==> config.mk <==
export PLATFORM = sky130hd
export DESIGN_NAME = cpu_top_flat
export DESIGN_NICKNAME = d
export VERILOG_FILES = /design/src/rtl/cpu_pkg.sv /design/src/rtl/cpu_if.sv /design/src/rtl/alu_core.sv /design/src/rtl/cpu_top.sv /design/src/flat_wrapper.sv
export SDC_FILE = /design/constraint.sdc
export NUM_CORES = 1
export LEC_CHECK = 0
export CORE_MARGIN = 4
export CORE_UTILIZATION = 50
export DETAILED_ROUTE_END_ITERATION = 7
export GPL_TIMING_DRIVEN = 1
export PLACE_DENSITY = 0.8
export SYNTH_ARGS = -nofsm -noshare
export SYNTH_HDL_FRONTEND = slang
export SYNTH_SLANG_ARGS = --single-unit
==> constraint.sdc <==
create_clock -name clk -period 4.8 [get_ports clk]
set_input_delay 0.72 -clock clk [delete_from_list [all_inputs] [get_ports clk]]
set_output_delay 0.72 -clock clk [all_outputs]
set_load 0.03 [all_outputs]
==> src/rtl/cpu_pkg.sv <==
// Purpose: shared definitions for the cpu_top slice.
// Contents: default data path width and the 4-bit opcode enumeration.
package cpu_pkg;

    localparam int unsigned CPU_WIDTH = 16;
    localparam int unsigned OP_W      = 4;
    localparam int unsigned SHAMT_W   = 4;

    typedef enum logic [OP_W-1:0] {
        OP_ADD   = 4'd0,
        OP_SUB   = 4'd1,
        OP_AND   = 4'd2,
        OP_OR    = 4'd3,
        OP_XOR   = 4'd4,
        OP_NOT   = 4'd5,
        OP_SHL   = 4'd6,
        OP_SHR   = 4'd7,
        OP_NAND  = 4'd8,
        OP_NOR   = 4'd9,
        OP_XNOR  = 4'd10,
        OP_PASSA = 4'd11,
        OP_PASSB = 4'd12,
        OP_INC   = 4'd13,
        OP_DEC   = 4'd14,
        OP_CLR   = 4'd15
    } op_e;

endpackage

==> src/rtl/cpu_if.sv <==
// Purpose: operation bus between an issuer (master) and cpu_top (slave).
// Signals: op_code, rs1_in, rs2_in, cin, bin (issuer -> cpu);
//          result, cout, zero (cpu -> issuer, registered).
interface cpu_if #(
    parameter int unsigned WIDTH = cpu_pkg::CPU_WIDTH
);
    logic [cpu_pkg::OP_W-1:0] op_code;
    logic [WIDTH-1:0]         rs1_in;
    logic [WIDTH-1:0]         rs2_in;
    logic                     cin;
    logic                     bin;
    logic [WIDTH-1:0]         result;
    logic                     cout;
    logic                     zero;

    modport master (
        output op_code, rs1_in, rs2_in, cin, bin,
        input  result, cout, zero
    );

    modport slave (
        input  op_code, rs1_in, rs2_in, cin, bin,
        output result, cout, zero
    );
endinterface

==> src/rtl/alu_core.sv <==
// Purpose: purely combinational ALU computing next result and carry/borrow/shift-out.
// Ports: op_code (operation), a/b (operands), cin (ADD carry-in), bin (SUB borrow-in),
//        result_c / cout_c (combinational next-state values).
module alu_core
    import cpu_pkg::*;
#(
    parameter int unsigned WIDTH = CPU_WIDTH
) (
    input  logic [OP_W-1:0]  op_code,
    input  logic [WIDTH-1:0] a,
    input  logic [WIDTH-1:0] b,
    input  logic             cin,
    input  logic             bin,
    output logic [WIDTH-1:0] result_c,
    output logic             cout_c
);

    op_e                op;
    logic [SHAMT_W-1:0] shamt;
    logic [WIDTH:0]     add_w;
    logic [WIDTH:0]     sub_w;
    logic [WIDTH:0]     inc_w;
    logic [WIDTH:0]     dec_w;
    logic [WIDTH:0]     shl_w;
    logic [WIDTH:0]     shr_w;

    assign op    = op_e'(op_code);
    assign shamt = b[SHAMT_W-1:0];

    // One extra bit on each arithmetic path holds the carry or borrow out.
    assign add_w = {1'b0, a} + {1'b0, b} + (WIDTH+1)'(cin);
    assign sub_w = {1'b0, a} - {1'b0, b} - (WIDTH+1)'(bin);
    assign inc_w = {1'b0, a} + (WIDTH+1)'(1);
    assign dec_w = {1'b0, a} - (WIDTH+1)'(1);

    // Guard bit catches the last bit shifted out; it stays 0 for a zero shift.
    assign shl_w = {1'b0, a} << shamt;
    assign shr_w = {a, 1'b0} >> shamt;

    // Operation select; cin/bin are only referenced on their own ops.
    always_comb begin
        result_c = '0;
        cout_c   = 1'b0;
        case (op)
            OP_ADD:   {cout_c, result_c} = add_w;
            OP_SUB:   {cout_c, result_c} = sub_w;
            OP_AND:   result_c = a & b;
            OP_OR:    result_c = a | b;
            OP_XOR:   result_c = a ^ b;
            OP_NOT:   result_c = ~a;
            OP_SHL:   {cout_c, result_c} = shl_w;
            OP_SHR:   {result_c, cout_c} = shr_w;
            OP_NAND:  result_c = ~(a & b);
            OP_NOR:   result_c = ~(a | b);
            OP_XNOR:  result_c = ~(a ^ b);
            OP_PASSA: result_c = a;
            OP_PASSB: result_c = b;
            OP_INC:   {cout_c, result_c} = inc_w;
            OP_DEC:   {cout_c, result_c} = dec_w;
            OP_CLR:   result_c = '0;
            default:  result_c = '0;
        endcase
    end

endmodule

==> src/rtl/cpu_top.sv <==
// Purpose: single-cycle ALU datapath with registered result, carry and zero flag.
// Ports: clk, rst_n (synchronous, active-low), bus (cpu_if slave: operation in,
//        registered result/cout/zero out, one-cycle latency, new op every cycle).
module cpu_top
    import cpu_pkg::*;
#(
    parameter int unsigned WIDTH = CPU_WIDTH
) (
    input  logic  clk,
    input  logic  rst_n,
    cpu_if.slave  bus
);

    logic [WIDTH-1:0] alu_result_c;
    logic             alu_cout_c;
    logic [WIDTH-1:0] result_q;
    logic             cout_q;
    logic             zero_q;

    alu_core #(
        .WIDTH (WIDTH)
    ) u_alu (
        .op_code  (bus.op_code),
        .a        (bus.rs1_in),
        .b        (bus.rs2_in),
        .cin      (bus.cin),
        .bin      (bus.bin),
        .result_c (alu_result_c),
        .cout_c   (alu_cout_c)
    );

    // Output registers; reset discards the op presented in that cycle.
    // zero is derived from the value being written, not the held one.
    always_ff @(posedge clk) begin
        if (!rst_n) begin
            result_q <= '0;
            cout_q   <= 1'b0;
            zero_q   <= 1'b1;
        end else begin
            result_q <= alu_result_c;
            cout_q   <= alu_cout_c;
            zero_q   <= (alu_result_c == '0);
        end
    end

    assign bus.result = result_q;
    assign bus.cout   = cout_q;
    assign bus.zero   = zero_q;

endmodule

==> src/flat_wrapper.sv <==
// flat-port wrapper written by rule: the top's interface ports become plain ports
module cpu_top_flat import cpu_pkg::*;
#(
    parameter int unsigned WIDTH = CPU_WIDTH
)
  (clk, rst_n, bus_op_code, bus_rs1_in, bus_rs2_in, bus_cin, bus_bin, bus_result, bus_cout, bus_zero);
  cpu_if #(.WIDTH(WIDTH)) bus_i ();
  input  logic clk;
  input  logic rst_n;
  input wire logic [$bits(bus_i.op_code)-1:0] bus_op_code;
  input wire logic [$bits(bus_i.rs1_in)-1:0] bus_rs1_in;
  input wire logic [$bits(bus_i.rs2_in)-1:0] bus_rs2_in;
  input wire logic [$bits(bus_i.cin)-1:0] bus_cin;
  input wire logic [$bits(bus_i.bin)-1:0] bus_bin;
  output wire logic [$bits(bus_i.result)-1:0] bus_result;
  output wire logic [$bits(bus_i.cout)-1:0] bus_cout;
  output wire logic [$bits(bus_i.zero)-1:0] bus_zero;
  assign bus_i.op_code = bus_op_code;
  assign bus_i.rs1_in = bus_rs1_in;
  assign bus_i.rs2_in = bus_rs2_in;
  assign bus_i.cin = bus_cin;
  assign bus_i.bin = bus_bin;
  assign bus_result = bus_i.result;
  assign bus_cout = bus_i.cout;
  assign bus_zero = bus_i.zero;
  cpu_top #(.WIDTH(WIDTH)) u_core (.clk(clk), .rst_n(rst_n), .bus(bus_i));
endmodule
== After elaboration in Yosys (flattened, before gate mapping) ==
Cells that the tools add are included.

* Output and inout port bits: 18
* Word-level logic and storage cells: 37
* Input port bits: 40
* Memories kept: 0
* Bits in latches: 0
* Register bits after elaboration: 18
* Bits in writable memories: 0
* ROM bits: 0

* Mux-type cells: 2
* Equal/unequal tests: 15
* Add/subtract/negate cells: 6
* Shift-type cells: 2
* Reductions and logical operators: 2
* Magnitude comparators: 0
* Bitwise logic cells: 7
* $mul: 0
* Div/mod/pow operators: 0

{| class="wikitable"
|+ Operators by type and width
! operator !! number
|-
| $pmux W16 S16 || 1
|-
| $not A16 Y16 || 4
|-
| $eq A4 B4 Y1 const B || 8
|-
| $add A16 B1 Y17 const B || 1
|-
| $add A16 B16 Y17 || 1
|-
| $add A17 B1 Y17 || 1
|-
| $shl A16 B4 Y17 || 1
|-
| $shr A17 B4 Y17 || 1
|-
| $sub A16 B1 Y17 const B || 1
|-
| $sub A16 B16 Y17 || 1
|-
| $sub A17 B1 Y17 || 1
|-
| $and A16 B16 Y16 || 1
|-
| $eq A4 B3 Y1 const B || 4
|-
| $logic_not A16 Y1 || 1
|-
| $or A16 B16 Y16 || 1
|-
| $xor A16 B16 Y16 || 1
|-
| $eq A4 B2 Y1 const B || 2
|-
| $pmux W1 S6 || 1
|-
| $eq A4 B1 Y1 const B || 1
|-
| $logic_not A4 Y1 || 1
|}

== Longest topological paths before layout ==
* Depth after elaboration: 4
* Gate-level depth with buffers: 15
* Mapped depth without buffers: 13

== Modules after synthesis ==
A second synthesis with hierarchy kept.

* Cell total of the unflattened synthesis: 946
* Area total of the unflattened synthesis: 6536.3 um^2

{| class="wikitable"
|+ By module, submodules not included
! module !! cells an instance !! seq. area each (um^2) !! area an instance (um^2) !! instances
|-
| alu_core || 905 || 0.0 || 6014.5 || 1
|-
| cpu_top || 41 || 360.3 || 521.8 || 1
|}

== Worst setup path before layout ==
OpenSTA, ideal clock, no wires.

* Path kind: input -> register
* Start: input port bus_rs2_in[0]
* End: register u_core.zero_q, in the netlist u_core.bus.zero
* Slack: 0.929 ns
* Data required time: 4.669 ns
* Data arrival time: 3.740 ns
* Stages on the path: 14
* Cells stage by stage: buf_4 inv_2 buf_2 fa_1 fa_1 o21ai_0 a21oi_1 o221a_2 a211o_1 a21o_1 mux2_2 o221a_2 a21oi_1 o41ai_2

* Word-level cells in the longest chain between the ends: 4
* Elaborated cells between the ends (all ways): 14

{| class="wikitable"
|+ Ends and longest elaborated chain
! what !! line !! RTL
|-
| start, declared || flat_wrapper.sv:12 || <nowiki>input wire logic [$bits(bus_i.rs2_in)-1:0] bus_rs2_in;</nowiki>
|-
| $sub A16 B16 Y17 (tied with other cells) || alu_core.sv:32 || <nowiki>assign sub_w = {1'b0, a} - {1'b0, b} - (WIDTH+1)'(bin);</nowiki>
|-
| $sub A17 B1 Y17 (tied with other cells) || alu_core.sv:32 ||
|-
| $pmux W16 S16 (*) || alu_core.sv:44 || <nowiki>case (op)</nowiki>
|-
| $logic_not A16 Y1 (*) || cpu_top.sv:42 || <nowiki>zero_q <= (alu_result_c == '0);</nowiki>
|-
| end signal, assigned || cpu_top.sv:42 ||
|-
| end, declared || cpu_top.sv:18 || <nowiki>logic zero_q;</nowiki>
|}

Mark *: on every way between the ends. The rest lies on a longest branch, timed or not.
A chain may end at the register's enable or synchronous reset.

== Worst setup path after layout ==
* Start: input port bus_rs1_in[0]
* End: register u_core.zero_q, in the netlist u_core.bus.zero

* Word-level cells in the longest chain between the ends: 4
* Elaborated cells between the ends (all ways): 17

{| class="wikitable"
|+ Ends and longest elaborated chain
! what !! line !! RTL
|-
| start, declared || flat_wrapper.sv:11 || <nowiki>input wire logic [$bits(bus_i.rs1_in)-1:0] bus_rs1_in;</nowiki>
|-
| $sub A16 B16 Y17 (tied with other cells) || alu_core.sv:32 ||
|-
| $sub A17 B1 Y17 (tied with other cells) || alu_core.sv:32 ||
|-
| $pmux W16 S16 (*) || alu_core.sv:44 ||
|-
| $logic_not A16 Y1 (*) || cpu_top.sv:42 ||
|}

Marked as above.

==> flow_results.org <==
** Critical path
- Worst-path maximum fanout :: 6
- Worst path arrival time :: 4.40 ns
- The worst setup path is launched from an input port.
- For this design, the slowest cell found on the critical path is sky130_fd_sc_hd__clkdlybuf4s50_1.
- STA puts the critical path data required time at roughly 5.0 ns.
- The critical path goes through clkdlybuf4s50_1 > inv_1 > fa_1 > fa_1 > nor2b_1 > o211ai_1 > a21oi_1 > o21ai_0 > nor3b_1 > nor4_1 > o2111a_1 > nand4b_4 > o41ai_2.
- On the worst path, the slowest cell contributes a delay of approximately 0.6 ns.
- Worst setup path class :: input port to flip-flop
- In this design, the critical path's most frequently occurring cell is sky130_fd_sc_hd__fa_1.
- Endpoint class of the critical path :: flip-flop

** GRT
- The initial antenna violation count came to 0.
- Via count of the first global-routing pass :: just under 7000
- The total overflow left after global routing is 0.
- Overall global routing resource usage :: 34.6%
- Wire length of the first global-routing pass :: 39600 um
- Largest net degree at the start of global routing :: 49

** Synthesis
- Synthesis produced a netlist with a net count of around 990.
- By area the synthesized netlist is led by sky130_fd_sc_hd__ha_1 13%, sky130_fd_sc_hd__dfxtp_1 5.7%, sky130_fd_sc_hd__mux4_2 5.7%.
- In this run, distinct cell masters in the synthesized netlist total between 70 and 80.
- Cell type with the largest total area after synthesis :: sky130_fd_sc_hd__ha_1
- Number of register bits inferred by synthesis :: 18
- Yosys mapped a number of flops with a built-in enable equal to 0.
- The Yosys step of the flow raised 0 warnings.
- Dividing the synthesized area by the synthesized cell count gives 7.16 um2.
- Cell types with the highest counts after synthesis :: 82 x sky130_fd_sc_hd__nor2_1, 68 x sky130_fd_sc_hd__nand2_1, 65 x sky130_fd_sc_hd__ha_1, 57 x sky130_fd_sc_hd__inv_1, 46 x sky130_fd_sc_hd__o21ai_0
- Most numerous cell in the Yosys netlist :: sky130_fd_sc_hd__nor2_1
- Proportion of synthesized chip area in sequential cells :: approximately 5.7%
- Async SR Flop Fraction :: 0%
- Summing every instance area after synthesis gives 6320 um2.
- The share of synthesized area in the top cell type comes to between 10 and 15%.
- Cell count after synthesis :: between 800 and 900
- In the synthesized netlist the dominant register cell turns out to be sky130_fd_sc_hd__dfxtp_1.

** Placed design
- HPWL after DPL :: roughly 20000 um
- Cells after DPL :: around 1100
- Routability-driven placement finished with a final weighted congestion of 1.06.
- Number of buffers added on ports :: 57

** Layout
- FF/Latch Area :: 360 um2
- Layout fillers :: about 1100
- Relative to the synthesized area, the layout overhead comes to 15.5%.
- Total area of multi-input combinational cells :: between 5000 and 6000 um2
- # nets final :: just over 1000
- Proportion of layout cells with a drive suffix above 1 :: ~11%
- Core occupancy in the finished layout :: between 50% and 60%
- Once layout is complete, the cells apart from fillers number approximately 1100.
- The number of antenna diodes in the final layout is 0.

** Timing
- WHS :: roughly 1.2 ns
- Final slew viol count :: 0
- Fin Setup TNS :: 0 ns
- Transition time at the pin with the least slew margin :: just over 1 ns
- Period utilization :: between 80% and 90%
- Number of failing hold endpoints at the final stage :: 0
- Unrepaired setup endpoints after global routing :: no
- Post-route minimum period :: 4.25 ns
- Highest attainable clock frequency :: roughly 240 MHz
- Setup violations remaining at the end of the flow were counted as 0.
- Worst-case headroom to the max-slew limit :: a little under a third

** Power and ir drop
- Power comes to between 1 and 1.5 mW.
- Peak supply drop :: ~95 uV
- The analysis attributes to cell leakage a power of ~3.0 nW.
- Power Dens Cells :: between 150 and 200 nW/um2

** Route
- Summed over all layers, the routed wires come to about 26000 um.
- The final route contains roughly 7600 vias.
- Routed via count divided by cell count :: between 6 and 7
- After detailed routing, the number of remaining DRC violations is 0.
- In this run the remaining antenna-violating nets after routing total 0.
- Final routed wire length divided by cell count :: 23.8 um
- In this run, the number of DRC markers left after iteration 0 of detailed routing was between 1000 and 1500.
- Detailed-routing iteration count for the pre-antenna-repair pass :: 6

** Outcome
- Status :: finished, final reports clean

** Floorplanning
- Die area :: around 15000 um2
- Area inside the core boundary :: 12200 um2
- In this run the vertical extent of the chip is about 120 um.
- After floorplanning, the core was divided into 40 placement rows.
- The die is approximately 120 um wide.
- slightly below 60 I/O pins were placed.
- Initial Util :: ~52%

** Min path
- Worst min-delay path class :: input port to flip-flop

** Run
- # Max-Cap Violations :: 0

** Clocking
- Clock Tree Root :: sky130_fd_sc_hd__clkbuf_16
- Number of buffers on the longest clock path :: 2
- Post-CTS repair changed the size of 0 cells.
- Count of H-tree levels built during CTS :: 1
- Buffers added to address setup during post-CTS repair amount to 0.
- Count of hold-fix buffers inserted at cts :: 0
- Number of sinks handled by clock tree synthesis :: 18
- Clock input transition at the sequential cells of the worst setup and hold paths :: about 0.050 ns
- Cts bufs inserted :: 3
- TritonCTS built the clock tree.
==> cell type report <==
class                      count  area share, %
multi-input combinational    734           74.5
timing repair buffer         111           13.4
tap                          168           2.88
inverter                      61           3.13
clock buffer                   4           1.22
sequential                    18           4.93
==> kinds of logic (layout without fill, tap and decap cells) <==
kind of cell	count (synthesis)	count (layout)	synth area share, %
muxes	63	63	13.8
DFF	18	18	5.70
buffers and inverters	131	176	8.47
and+or+nand+nor	313	313	24.9
xor gates and xnor gates	36	36	4.99
AOI/OAI and AO/OA	253	253	28.0
adders and majority gates	69	69	14.1
==> cell usage in the layout (no fill, tap or decap), drive strengths merged, types with 10 or more instances in the layout <==
master	count
o22ai	14
a31oi	11
mux4	18
nand2	68
nor2	83
mux2	10
ha	65
nand4	11
o211ai	13
nor2b	17
nand3	29
o21ai	46
a21oi	45
a22oi	19
inv	58
clkdlybuf4s50	55
a211oi	13
or3	13
and2	11
o31ai	10
mux2i	35
xnor2	25
buf	56
dfxtp	18
xor2	11
nand2b	14
nor3	35
==> metal layers <==
metal | share of wire, % | wire (um) | GRT usage (%) | vias up
met4 | 4.3 | 1120 | 12.4 | 0
met3 | 15 | 3820 | 7.53 | 100
met1 | 40 | 10300 | 49.3 | 3499
met5 | 0 | 0 | 0 | -
met2 | 41 | 10800 | 51.2 | 657
li1 | - | - | - | 3366
==> flip-flops by register name (all words and copies together), names as in the netlist <==
register / flops
u_core.bus.zero: 1
u_core.bus.cout: 1
u_core.bus.result: 16
==> stage by stage <==
stage               worst slack [ns]  area, um2
floorplan                      0.929       6320
CTS                            0.615       7310
global placement               0.408       7220
global route                   0.346       7310
finish                         0.553       7310
detailed placement             0.371       7220
==> power by group <==
group | internal, mW | switching, mW
clock | 0.127 | 0.0520
sequential | 0.165 | 0.00356
combinational | 0.340 | 0.506
==> worst max-delay path: cells and delay by family <==
| family | cells | cell delay [ns] |
|---|---|---|
| adder cells (fa/ha/maj) | 2 | 0.85 |
| AND/OR/NAND/NOR | 4 | 0.95 |
| AO/OA/AOI/OAI | 5 | 1.06 |
| buffers and inverters | 2 | 0.82 |
==> worst paths after layout <==
kind | startpoint | endpoint | slack (ns) | depth (start not counted)
max | bus_rs1_in[0] | u_core.bus.zero | 0.55 | 13
min | rst_n | u_core.bus.zero | 1.21 | 2
(Power assumes the default switching activity.)
